==> src/rtl/data_mem_access_ctrl_if.sv <==
// rtl/data_mem_access_ctrl_if.sv - CPU request, memory and response signals of the data memory access controller
interface data_mem_access_ctrl_if;
  logic        req_valid;
  logic        req_ready;
  logic        req_we;
  logic [1:0]  req_size;
  logic        req_unsigned;
  logic [31:0] req_addr;
  logic [31:0] req_wdata;
  logic        mem_req;
  logic        mem_we;
  logic [31:0] mem_addr;
  logic [3:0]  mem_be;
  logic [31:0] mem_wdata;
  logic        mem_ack;
  logic [31:0] mem_rdata;
  logic        rsp_valid;
  logic [31:0] rsp_rdata;
  logic        misalign_err;
  logic        timeout_err;
  logic        busy;

  modport slave (
    input  req_valid, req_we, req_size, req_unsigned, req_addr, req_wdata,
    input  mem_ack, mem_rdata,
    output req_ready, mem_req, mem_we, mem_addr, mem_be, mem_wdata,
    output rsp_valid, rsp_rdata, misalign_err, timeout_err, busy
  );

  modport master (
    output req_valid, req_we, req_size, req_unsigned, req_addr, req_wdata,
    output mem_ack, mem_rdata,
    input  req_ready, mem_req, mem_we, mem_addr, mem_be, mem_wdata,
    input  rsp_valid, rsp_rdata, misalign_err, timeout_err, busy
  );
endinterface

==> src/rtl/data_mem_access_ctrl.sv <==
// rtl/data_mem_access_ctrl.sv - load/store sequencer: alignment check, byte lanes, load extension, ack timeout
module data_mem_access_ctrl (
  input logic                  clk,
  input logic                  rst,
  data_mem_access_ctrl_if.slave bus
);

  localparam logic [1:0] ST_IDLE   = 2'd0;
  localparam logic [1:0] ST_ACCESS = 2'd1;
  localparam logic [1:0] ST_RESP   = 2'd2;

  localparam logic [1:0] SZ_WORD = 2'b00;
  localparam logic [1:0] SZ_BYTE = 2'b01;
  localparam logic [1:0] SZ_ILL  = 2'b10;
  localparam logic [1:0] SZ_HALF = 2'b11;

  logic [1:0]  state_q, state_d;
  logic        we_q, we_d;
  logic [1:0]  size_q, size_d;
  logic        unsigned_q, unsigned_d;
  logic [31:0] addr_q, addr_d;
  logic [31:0] wdata_q, wdata_d;
  logic [7:0]  wait_q, wait_d;
  logic [31:0] rdata_q, rdata_d;
  logic        misalign_q, misalign_d;
  logic        timeout_q, timeout_d;

  logic        req_misalign;
  logic [7:0]  byte_lane;
  logic [15:0] half_lane;
  logic [31:0] load_data;
  logic [3:0]  be_raw;
  logic [31:0] wdata_raw;
  logic        in_access;
  logic        in_resp;

  assign req_misalign = (bus.req_size == SZ_ILL) ||
                        (bus.req_size == SZ_HALF && bus.req_addr[0]) ||
                        (bus.req_size == SZ_WORD && bus.req_addr[1:0] != 2'b00);

  always_comb begin
    byte_lane = 8'h00;
    case (addr_q[1:0])
      2'd0:    byte_lane = bus.mem_rdata[7:0];
      2'd1:    byte_lane = bus.mem_rdata[15:8];
      2'd2:    byte_lane = bus.mem_rdata[23:16];
      default: byte_lane = bus.mem_rdata[31:24];
    endcase
    half_lane = addr_q[1] ? bus.mem_rdata[31:16] : bus.mem_rdata[15:0];
    load_data = bus.mem_rdata;
    case (size_q)
      SZ_BYTE: load_data = unsigned_q ? {24'h000000, byte_lane}
                                      : {{24{byte_lane[7]}}, byte_lane};
      SZ_HALF: load_data = unsigned_q ? {16'h0000, half_lane}
                                      : {{16{half_lane[15]}}, half_lane};
      default: load_data = bus.mem_rdata;
    endcase
  end

  always_comb begin
    be_raw    = 4'b1111;
    wdata_raw = wdata_q;
    case (size_q)
      SZ_BYTE: begin
        be_raw    = 4'b0001 << addr_q[1:0];
        wdata_raw = {4{wdata_q[7:0]}};
      end
      SZ_HALF: begin
        be_raw    = 4'b0011 << addr_q[1:0];
        wdata_raw = {2{wdata_q[15:0]}};
      end
      default: begin
        be_raw    = 4'b1111;
        wdata_raw = wdata_q;
      end
    endcase
  end

  always_comb begin
    state_d    = state_q;
    we_d       = we_q;
    size_d     = size_q;
    unsigned_d = unsigned_q;
    addr_d     = addr_q;
    wdata_d    = wdata_q;
    wait_d     = wait_q;
    rdata_d    = rdata_q;
    misalign_d = misalign_q;
    timeout_d  = timeout_q;
    case (state_q)
      ST_IDLE: begin
        if (bus.req_valid) begin
          we_d       = bus.req_we;
          size_d     = bus.req_size;
          unsigned_d = bus.req_unsigned;
          addr_d     = bus.req_addr;
          wdata_d    = bus.req_wdata;
          wait_d     = 8'h00;
          rdata_d    = 32'h0;
          timeout_d  = 1'b0;
          misalign_d = req_misalign;
          state_d    = req_misalign ? ST_RESP : ST_ACCESS;
        end
      end
      ST_ACCESS: begin
        // An ack in the final wait cycle takes priority over the timeout.
        if (bus.mem_ack) begin
          rdata_d = we_q ? 32'h0 : load_data;
          state_d = ST_RESP;
        end else if (wait_q == 8'hFF) begin
          timeout_d = 1'b1;
          rdata_d   = 32'h0;
          state_d   = ST_RESP;
        end else begin
          wait_d = wait_q + 8'd1;
        end
      end
      ST_RESP: begin
        misalign_d = 1'b0;
        timeout_d  = 1'b0;
        state_d    = ST_IDLE;
      end
      default: state_d = ST_IDLE;
    endcase
  end

  always_ff @(posedge clk) begin
    if (rst) begin
      state_q    <= ST_IDLE;
      we_q       <= 1'b0;
      size_q     <= 2'b00;
      unsigned_q <= 1'b0;
      addr_q     <= 32'h0;
      wdata_q    <= 32'h0;
      wait_q     <= 8'h00;
      rdata_q    <= 32'h0;
      misalign_q <= 1'b0;
      timeout_q  <= 1'b0;
    end else begin
      state_q    <= state_d;
      we_q       <= we_d;
      size_q     <= size_d;
      unsigned_q <= unsigned_d;
      addr_q     <= addr_d;
      wdata_q    <= wdata_d;
      wait_q     <= wait_d;
      rdata_q    <= rdata_d;
      misalign_q <= misalign_d;
      timeout_q  <= timeout_d;
    end
  end

  assign in_access = (state_q == ST_ACCESS);
  assign in_resp   = (state_q == ST_RESP);

  // Memory-side and response outputs are forced to zero outside their owning state.
  assign bus.req_ready    = (state_q == ST_IDLE);
  assign bus.busy         = (state_q != ST_IDLE);
  assign bus.mem_req      = in_access;
  assign bus.mem_we       = in_access & we_q;
  assign bus.mem_addr     = in_access ? {addr_q[31:2], 2'b00} : 32'h0;
  assign bus.mem_be       = in_access ? be_raw : 4'b0000;
  assign bus.mem_wdata    = in_access ? wdata_raw : 32'h0;
  assign bus.rsp_valid    = in_resp;
  assign bus.rsp_rdata    = in_resp ? rdata_q : 32'h0;
  assign bus.misalign_err = in_resp & misalign_q;
  assign bus.timeout_err  = in_resp & timeout_q;

endmodule

==> src/flat_wrapper.sv <==
// flat-port wrapper written by rule: the top's interface ports become plain ports
module data_mem_access_ctrl_flat 
  (clk, rst, bus_req_valid, bus_req_we, bus_req_size, bus_req_unsigned, bus_req_addr, bus_req_wdata, bus_mem_ack, bus_mem_rdata, bus_req_ready, bus_mem_req, bus_mem_we, bus_mem_addr, bus_mem_be, bus_mem_wdata, bus_rsp_valid, bus_rsp_rdata, bus_misalign_err, bus_timeout_err, bus_busy);
  data_mem_access_ctrl_if bus_i ();
  input logic clk;
  input logic rst;
  input wire logic [$bits(bus_i.req_valid)-1:0] bus_req_valid;
  input wire logic [$bits(bus_i.req_we)-1:0] bus_req_we;
  input wire logic [$bits(bus_i.req_size)-1:0] bus_req_size;
  input wire logic [$bits(bus_i.req_unsigned)-1:0] bus_req_unsigned;
  input wire logic [$bits(bus_i.req_addr)-1:0] bus_req_addr;
  input wire logic [$bits(bus_i.req_wdata)-1:0] bus_req_wdata;
  input wire logic [$bits(bus_i.mem_ack)-1:0] bus_mem_ack;
  input wire logic [$bits(bus_i.mem_rdata)-1:0] bus_mem_rdata;
  output wire logic [$bits(bus_i.req_ready)-1:0] bus_req_ready;
  output wire logic [$bits(bus_i.mem_req)-1:0] bus_mem_req;
  output wire logic [$bits(bus_i.mem_we)-1:0] bus_mem_we;
  output wire logic [$bits(bus_i.mem_addr)-1:0] bus_mem_addr;
  output wire logic [$bits(bus_i.mem_be)-1:0] bus_mem_be;
  output wire logic [$bits(bus_i.mem_wdata)-1:0] bus_mem_wdata;
  output wire logic [$bits(bus_i.rsp_valid)-1:0] bus_rsp_valid;
  output wire logic [$bits(bus_i.rsp_rdata)-1:0] bus_rsp_rdata;
  output wire logic [$bits(bus_i.misalign_err)-1:0] bus_misalign_err;
  output wire logic [$bits(bus_i.timeout_err)-1:0] bus_timeout_err;
  output wire logic [$bits(bus_i.busy)-1:0] bus_busy;
  assign bus_i.req_valid = bus_req_valid;
  assign bus_i.req_we = bus_req_we;
  assign bus_i.req_size = bus_req_size;
  assign bus_i.req_unsigned = bus_req_unsigned;
  assign bus_i.req_addr = bus_req_addr;
  assign bus_i.req_wdata = bus_req_wdata;
  assign bus_i.mem_ack = bus_mem_ack;
  assign bus_i.mem_rdata = bus_mem_rdata;
  assign bus_req_ready = bus_i.req_ready;
  assign bus_mem_req = bus_i.mem_req;
  assign bus_mem_we = bus_i.mem_we;
  assign bus_mem_addr = bus_i.mem_addr;
  assign bus_mem_be = bus_i.mem_be;
  assign bus_mem_wdata = bus_i.mem_wdata;
  assign bus_rsp_valid = bus_i.rsp_valid;
  assign bus_rsp_rdata = bus_i.rsp_rdata;
  assign bus_misalign_err = bus_i.misalign_err;
  assign bus_timeout_err = bus_i.timeout_err;
  assign bus_busy = bus_i.busy;
  data_mem_access_ctrl u_core (.clk(clk), .rst(rst), .bus(bus_i));
endmodule
==> config.mk <==
export PLATFORM = sky130hd
export DESIGN_NAME = data_mem_access_ctrl_flat
export DESIGN_NICKNAME = d
export VERILOG_FILES = /design/src/rtl/data_mem_access_ctrl_if.sv /design/src/rtl/data_mem_access_ctrl.sv /design/src/flat_wrapper.sv
export SDC_FILE = /design/constraint.sdc
export NUM_CORES = 1
export LEC_CHECK = 0
export CAP_MARGIN = 20
export CORE_UTILIZATION = 43
export CTS_CLUSTER_SIZE = 25
export DETAILED_ROUTE_END_ITERATION = 16
export MAX_ROUTING_LAYER = met4
export PLACE_DENSITY = 0.78
export SKIP_LAST_GASP = 1
export SYNTH_ARGS = -nofsm -noshare
export SYNTH_HDL_FRONTEND = slang
export SYNTH_SLANG_ARGS = --single-unit
==> constraint.sdc <==
create_clock -name clk -period 2.6 [get_ports clk]
set_input_delay 0.78 -clock clk [delete_from_list [all_inputs] [get_ports clk]]
set_output_delay 0.78 -clock clk [all_outputs]
set_load 0.01 [all_outputs]
==> metrics.md, run 1 <==
| Metric | Value |
|---|---|
| Number of diodes added for antenna fixing | `0` |
| Final setup fails | `34` |
| DIE HEIGHT | `116 µm` |
| Seq cells post-synth | `112` |
| Fraction of layout instances using a drive strength above 1 | `0.0913` |
| Result of the run | `finished with violations` |
| Clock transition at the registers of the reported paths | `0.07 ns` |
| Die W | `116 µm` |
| Period utilization | `1.03` |
| Port buffer count | `208` |
| Number of global-route vias before repair | `5,652` |
| Worst hold path class | `flip-flop to flip-flop` |
| Total Power | `4.07 mW` |
| Power Dens Cells | `481 nW/µm²` |
| Post-Layout Inst Area | `8450 µm²` |
| Number of enable flip-flop cells after synthesis | `0` |
| Share of synthesized flip-flops with an asynchronous set or reset | `0` |
| Slew headroom | `0.674` |
| Worst-path maximum fanout | `36` |
| # H-tree levels | `3` |
| Unrepaired setup endpoints after global routing | `yes` |
| Detailed-placement wirelength estimate | `13,000 µm` |
| Period minus WS final | `2.67 ns` |
| Site row count | `41` |
| Clock Path Buffers | `2` |
| Share of the synthesized area in the top cell type | `0.399` |
| Core area | `12,700 µm²` |
| Arrival time reported for the critical path endpoint | `1.89 ns` |
| Number of ports placed on the die boundary | `211` |
| Area growth from synthesis to final layout | `50.5%` |
| Total global routing overflow | `0` |
| Top area cells in the synthesized netlist | `sky130_fd_sc_hd__dfxtp_1 40%, sky130_fd_sc_hd__nand2_1 11%, sky130_fd_sc_hd__and2_1 8.1%` |
| Violation count after the first detailed-routing iteration | `552` |
| CTS root buffer | `sky130_fd_sc_hd__clkbuf_16` |
| Area enclosed by the die boundary | `13,500 µm²` |
| Number of clock sinks seen by CTS | `112` |
| Cell Area, Synth | `5620 µm²` |
| Final routed wire length divided by cell count | `17.6 µm` |
| Minimum hold slack | `0.451 ns` |
| Number of endpoints with negative hold slack in the final report | `0` |
| Number of distinct standard cells referenced by the synthesized netlist | `55` |
| PnR worst setup slack | `-0.0699 ns` |
| Cell taking the most area after synthesis | `sky130_fd_sc_hd__dfxtp_1` |
| TritonCTS clock tree | `done` |
| Initial antenna violation count | `0` |
| Kind of critical path | `flip-flop to output port` |
| Synth warnings | `0` |
| Share of the yosys chip area belonging to registers | `0.399` |
| Detailed-route DRC error count | `0` |
| Detailed-route wire length | `18,800 µm` |
| Launching element type of the critical path | `flip-flop` |
| Average via count per standard cell | `5.56` |
| Number of vias after detailed routing | `5,952` |
| Reg-to-reg slack, setup | `0.52 ns` |
| Flip-flop cell with the highest count after synthesis | `sky130_fd_sc_hd__dfxtp_1` |
| Worst skew pair latency | `0.36 ns` |
| Post-placement cell area | `7990 µm²` |
| Number of optimization iterations in the first detailed-route pass | `5` |
| Global router's overall resource usage | `0.276` |
| Number of buffers created by CTS | `9` |
| Gate count after technology mapping | `696` |
| Required @ worst endpoint | `1.82 ns` |
| Wire length of the first global-routing pass | `27,800 µm` |
| Total negative slack | `-1.20 ns` |
| Maximum number of pins on one net before global-route repair | `69` |
| Remaining number of nets flagged by the antenna check after routing | `0` |
| Category of the worst setup path capture point | `output port` |
| Avg Inst Size Synth | `8.07 µm²` |
| Measured slew at the worst slew-check pin | `0.476 ns` |
| Leakage dissipation | `3.99 nW` |
| Violations in the final reports | `negative setup slack` |
| Worst-case clock skew | `0.00887 ns` |
| Timing-limited maximum frequency | `0.375 GHz` |
| Final Max Slew Viols | `0` |
| Weighted congestion reported at the end of routability-driven placement | `0.880` |
| Max rail drop VDD | `0.289 mV` |
| Starting Density | `0.443` |
| Number of max-capacitance violations reported | `0` |
| Post-Route Utilization | `0.667` |
| Number of nets in the layout | `998` |
## logic make-up (layout without fill, tap and decap cells)
family	Yosys count	after routing	synth area share
multiplexers	35	35	0.0787
AND/OR/NAND/NOR	308	309	0.263
AO/OA/AOI/OAI	171	171	0.203
buffers and inverters	68	268	0.0526
other	1	2	0.000668
adder cells (fa/ha/maj)	1	1	0.00223
flip-flops	112	112	0.399
## cells in the final DEF, fill, tap and decap left out, types with 3 or more instances in the layout
master	count
sky130_fd_sc_hd__o21ai_0	3
sky130_fd_sc_hd__a21o_1	7
sky130_fd_sc_hd__nand3_1	4
sky130_fd_sc_hd__clkdlybuf4s50_1	145
sky130_fd_sc_hd__dlygate4sd2_1	19
sky130_fd_sc_hd__clkbuf_16	10
sky130_fd_sc_hd__dlymetal6s2s_1	43
sky130_fd_sc_hd__buf_4	27
sky130_fd_sc_hd__mux2_2	3
sky130_fd_sc_hd__inv_1	6
sky130_fd_sc_hd__a211oi_1	10
sky130_fd_sc_hd__buf_12	7
sky130_fd_sc_hd__a21oi_1	81
sky130_fd_sc_hd__o21a_1	4
sky130_fd_sc_hd__dfxtp_4	3
sky130_fd_sc_hd__or4_1	4
sky130_fd_sc_hd__nor2_1	41
sky130_fd_sc_hd__nor2b_1	3
sky130_fd_sc_hd__a211o_1	7
sky130_fd_sc_hd__mux2i_1	25
sky130_fd_sc_hd__nand2_1	162
sky130_fd_sc_hd__o31ai_1	3
sky130_fd_sc_hd__a2111oi_0	7
sky130_fd_sc_hd__a221o_1	16
sky130_fd_sc_hd__and2_1	73
sky130_fd_sc_hd__mux4_2	7
sky130_fd_sc_hd__o22ai_1	9
sky130_fd_sc_hd__a21boi_0	3
sky130_fd_sc_hd__o2bb2ai_1	7
sky130_fd_sc_hd__dfxtp_1	108
## layout make-up
type	instances	area, µm²
clock buffer	11	233
tap	172	215
fill	1017	4220
sequential	112	2250
timing repair buffer	245	2550
inverter	7	30.0
clock inverter	5	56.3
multi-input combinational	518	3110
## sequential cells by signal, indices dropped and copies added, names as in the netlist
signal and flops:
u_core.we_q 1, u_core.rdata_q 32, u_core.unsigned_q 1, u_core.state_q 2
u_core.timeout_q 1, u_core.addr_q 32, u_core.wdata_q 32, u_core.misalign_q 1
u_core.wait_q 8, u_core.size_q 2
## path summary, 6_finish.rpt
check	endpoint	depth (start not counted)	startpoint
setup / recovery	bus_rsp_rdata[5]	4	u_core.state_q[1]
hold / removal	u_core.rdata_q[1]	1	u_core.rdata_q[1]
setup reg to reg	u_core.rdata_q[28]	7	u_core.addr_q[1]
hold reg to reg	u_core.rdata_q[1]	1	u_core.rdata_q[1]
## critical path, stage by stage, from the launching register on
cell,delay [ns]
sky130_fd_sc_hd__dfxtp_4,0.39
sky130_fd_sc_hd__nor2b_1,0.24
sky130_fd_sc_hd__buf_12,0.20
sky130_fd_sc_hd__and2_1,0.16
sky130_fd_sc_hd__clkdlybuf4s50_1,0.54
## synth_stat cells (3+ instances only)
| master | number |
|---|---|
| sky130_fd_sc_hd__a2111oi_0 | 7 |
| sky130_fd_sc_hd__a211o_1 | 7 |
| sky130_fd_sc_hd__a211oi_1 | 10 |
| sky130_fd_sc_hd__a21boi_0 | 3 |
| sky130_fd_sc_hd__a21o_1 | 7 |
| sky130_fd_sc_hd__a21oi_1 | 82 |
| sky130_fd_sc_hd__a221o_1 | 16 |
| sky130_fd_sc_hd__and2_1 | 73 |
| sky130_fd_sc_hd__buf_1 | 4 |
| sky130_fd_sc_hd__buf_2 | 11 |
| sky130_fd_sc_hd__buf_4 | 3 |
| sky130_fd_sc_hd__clkbuf_1 | 41 |
| sky130_fd_sc_hd__dfxtp_1 | 112 |
| sky130_fd_sc_hd__inv_1 | 7 |
| sky130_fd_sc_hd__mux2_2 | 3 |
| sky130_fd_sc_hd__mux2i_1 | 25 |
| sky130_fd_sc_hd__mux4_2 | 7 |
| sky130_fd_sc_hd__nand2_1 | 162 |
| sky130_fd_sc_hd__nand2b_1 | 3 |
| sky130_fd_sc_hd__nand3_1 | 4 |
| sky130_fd_sc_hd__nor2_1 | 41 |
| sky130_fd_sc_hd__nor2b_1 | 3 |
| sky130_fd_sc_hd__o21a_1 | 4 |
| sky130_fd_sc_hd__o21ai_0 | 3 |
| sky130_fd_sc_hd__o22ai_1 | 9 |
| sky130_fd_sc_hd__o2bb2ai_1 | 7 |
| sky130_fd_sc_hd__o31ai_1 | 3 |
| sky130_fd_sc_hd__or4_1 | 4 |
## through the flow
stage               instances  setup slack (ns)
finish                   1070           -0.0699
global route             1070            -0.163
CTS                      1066            -0.152
detailed placement       1049            0.0356
global placement         1049            0.0639
floorplan                 697             0.286
## metal layers
metal | track usage | vias up | part of all wire
met3 | 0.0732 | 35 | 0.094
met5 | - | - | 0
met1 | 0.320 | 2824 | 0.41
met2 | 0.454 | 307 | 0.48
met4 | 0.109 | 0 | 0.019
li1 | - | 2786 | -
## report_power, final
| part | total [mW] | leakage [nW] | internal [mW] | switching, mW |
|---|---|---|---|---|
| registers | 1.87 | 0.917 | 1.80 | 0.0696 |
| logic | 0.794 | 2.93 | 0.394 | 0.399 |
| clock network | 1.40 | 0.140 | 0.750 | 0.654 |
| total | 4.07 | 3.99 | 2.95 | 1.12 |
## timing repair
item,CTS,global route
hold buffers,0,0
gates resized for setup,27,45
setup endpoints to repair,98,79
cloned,1,2
setup buffers,0,2
(Power assumes the default switching activity.)
==> run 2, diff against run 1 <==
--- a/config.mk
+++ b/config.mk
@@ -9,6 +9,7 @@
 export CORE_UTILIZATION = 43
 export CTS_CLUSTER_SIZE = 25
 export DETAILED_ROUTE_END_ITERATION = 16
+export HOLD_SLACK_MARGIN = 0.12
 export MAX_ROUTING_LAYER = met4
 export PLACE_DENSITY = 0.78
 export SKIP_LAST_GASP = 1
==> results of run 2 <==
Final layout, timing and power as in run 1 (identical DEF).
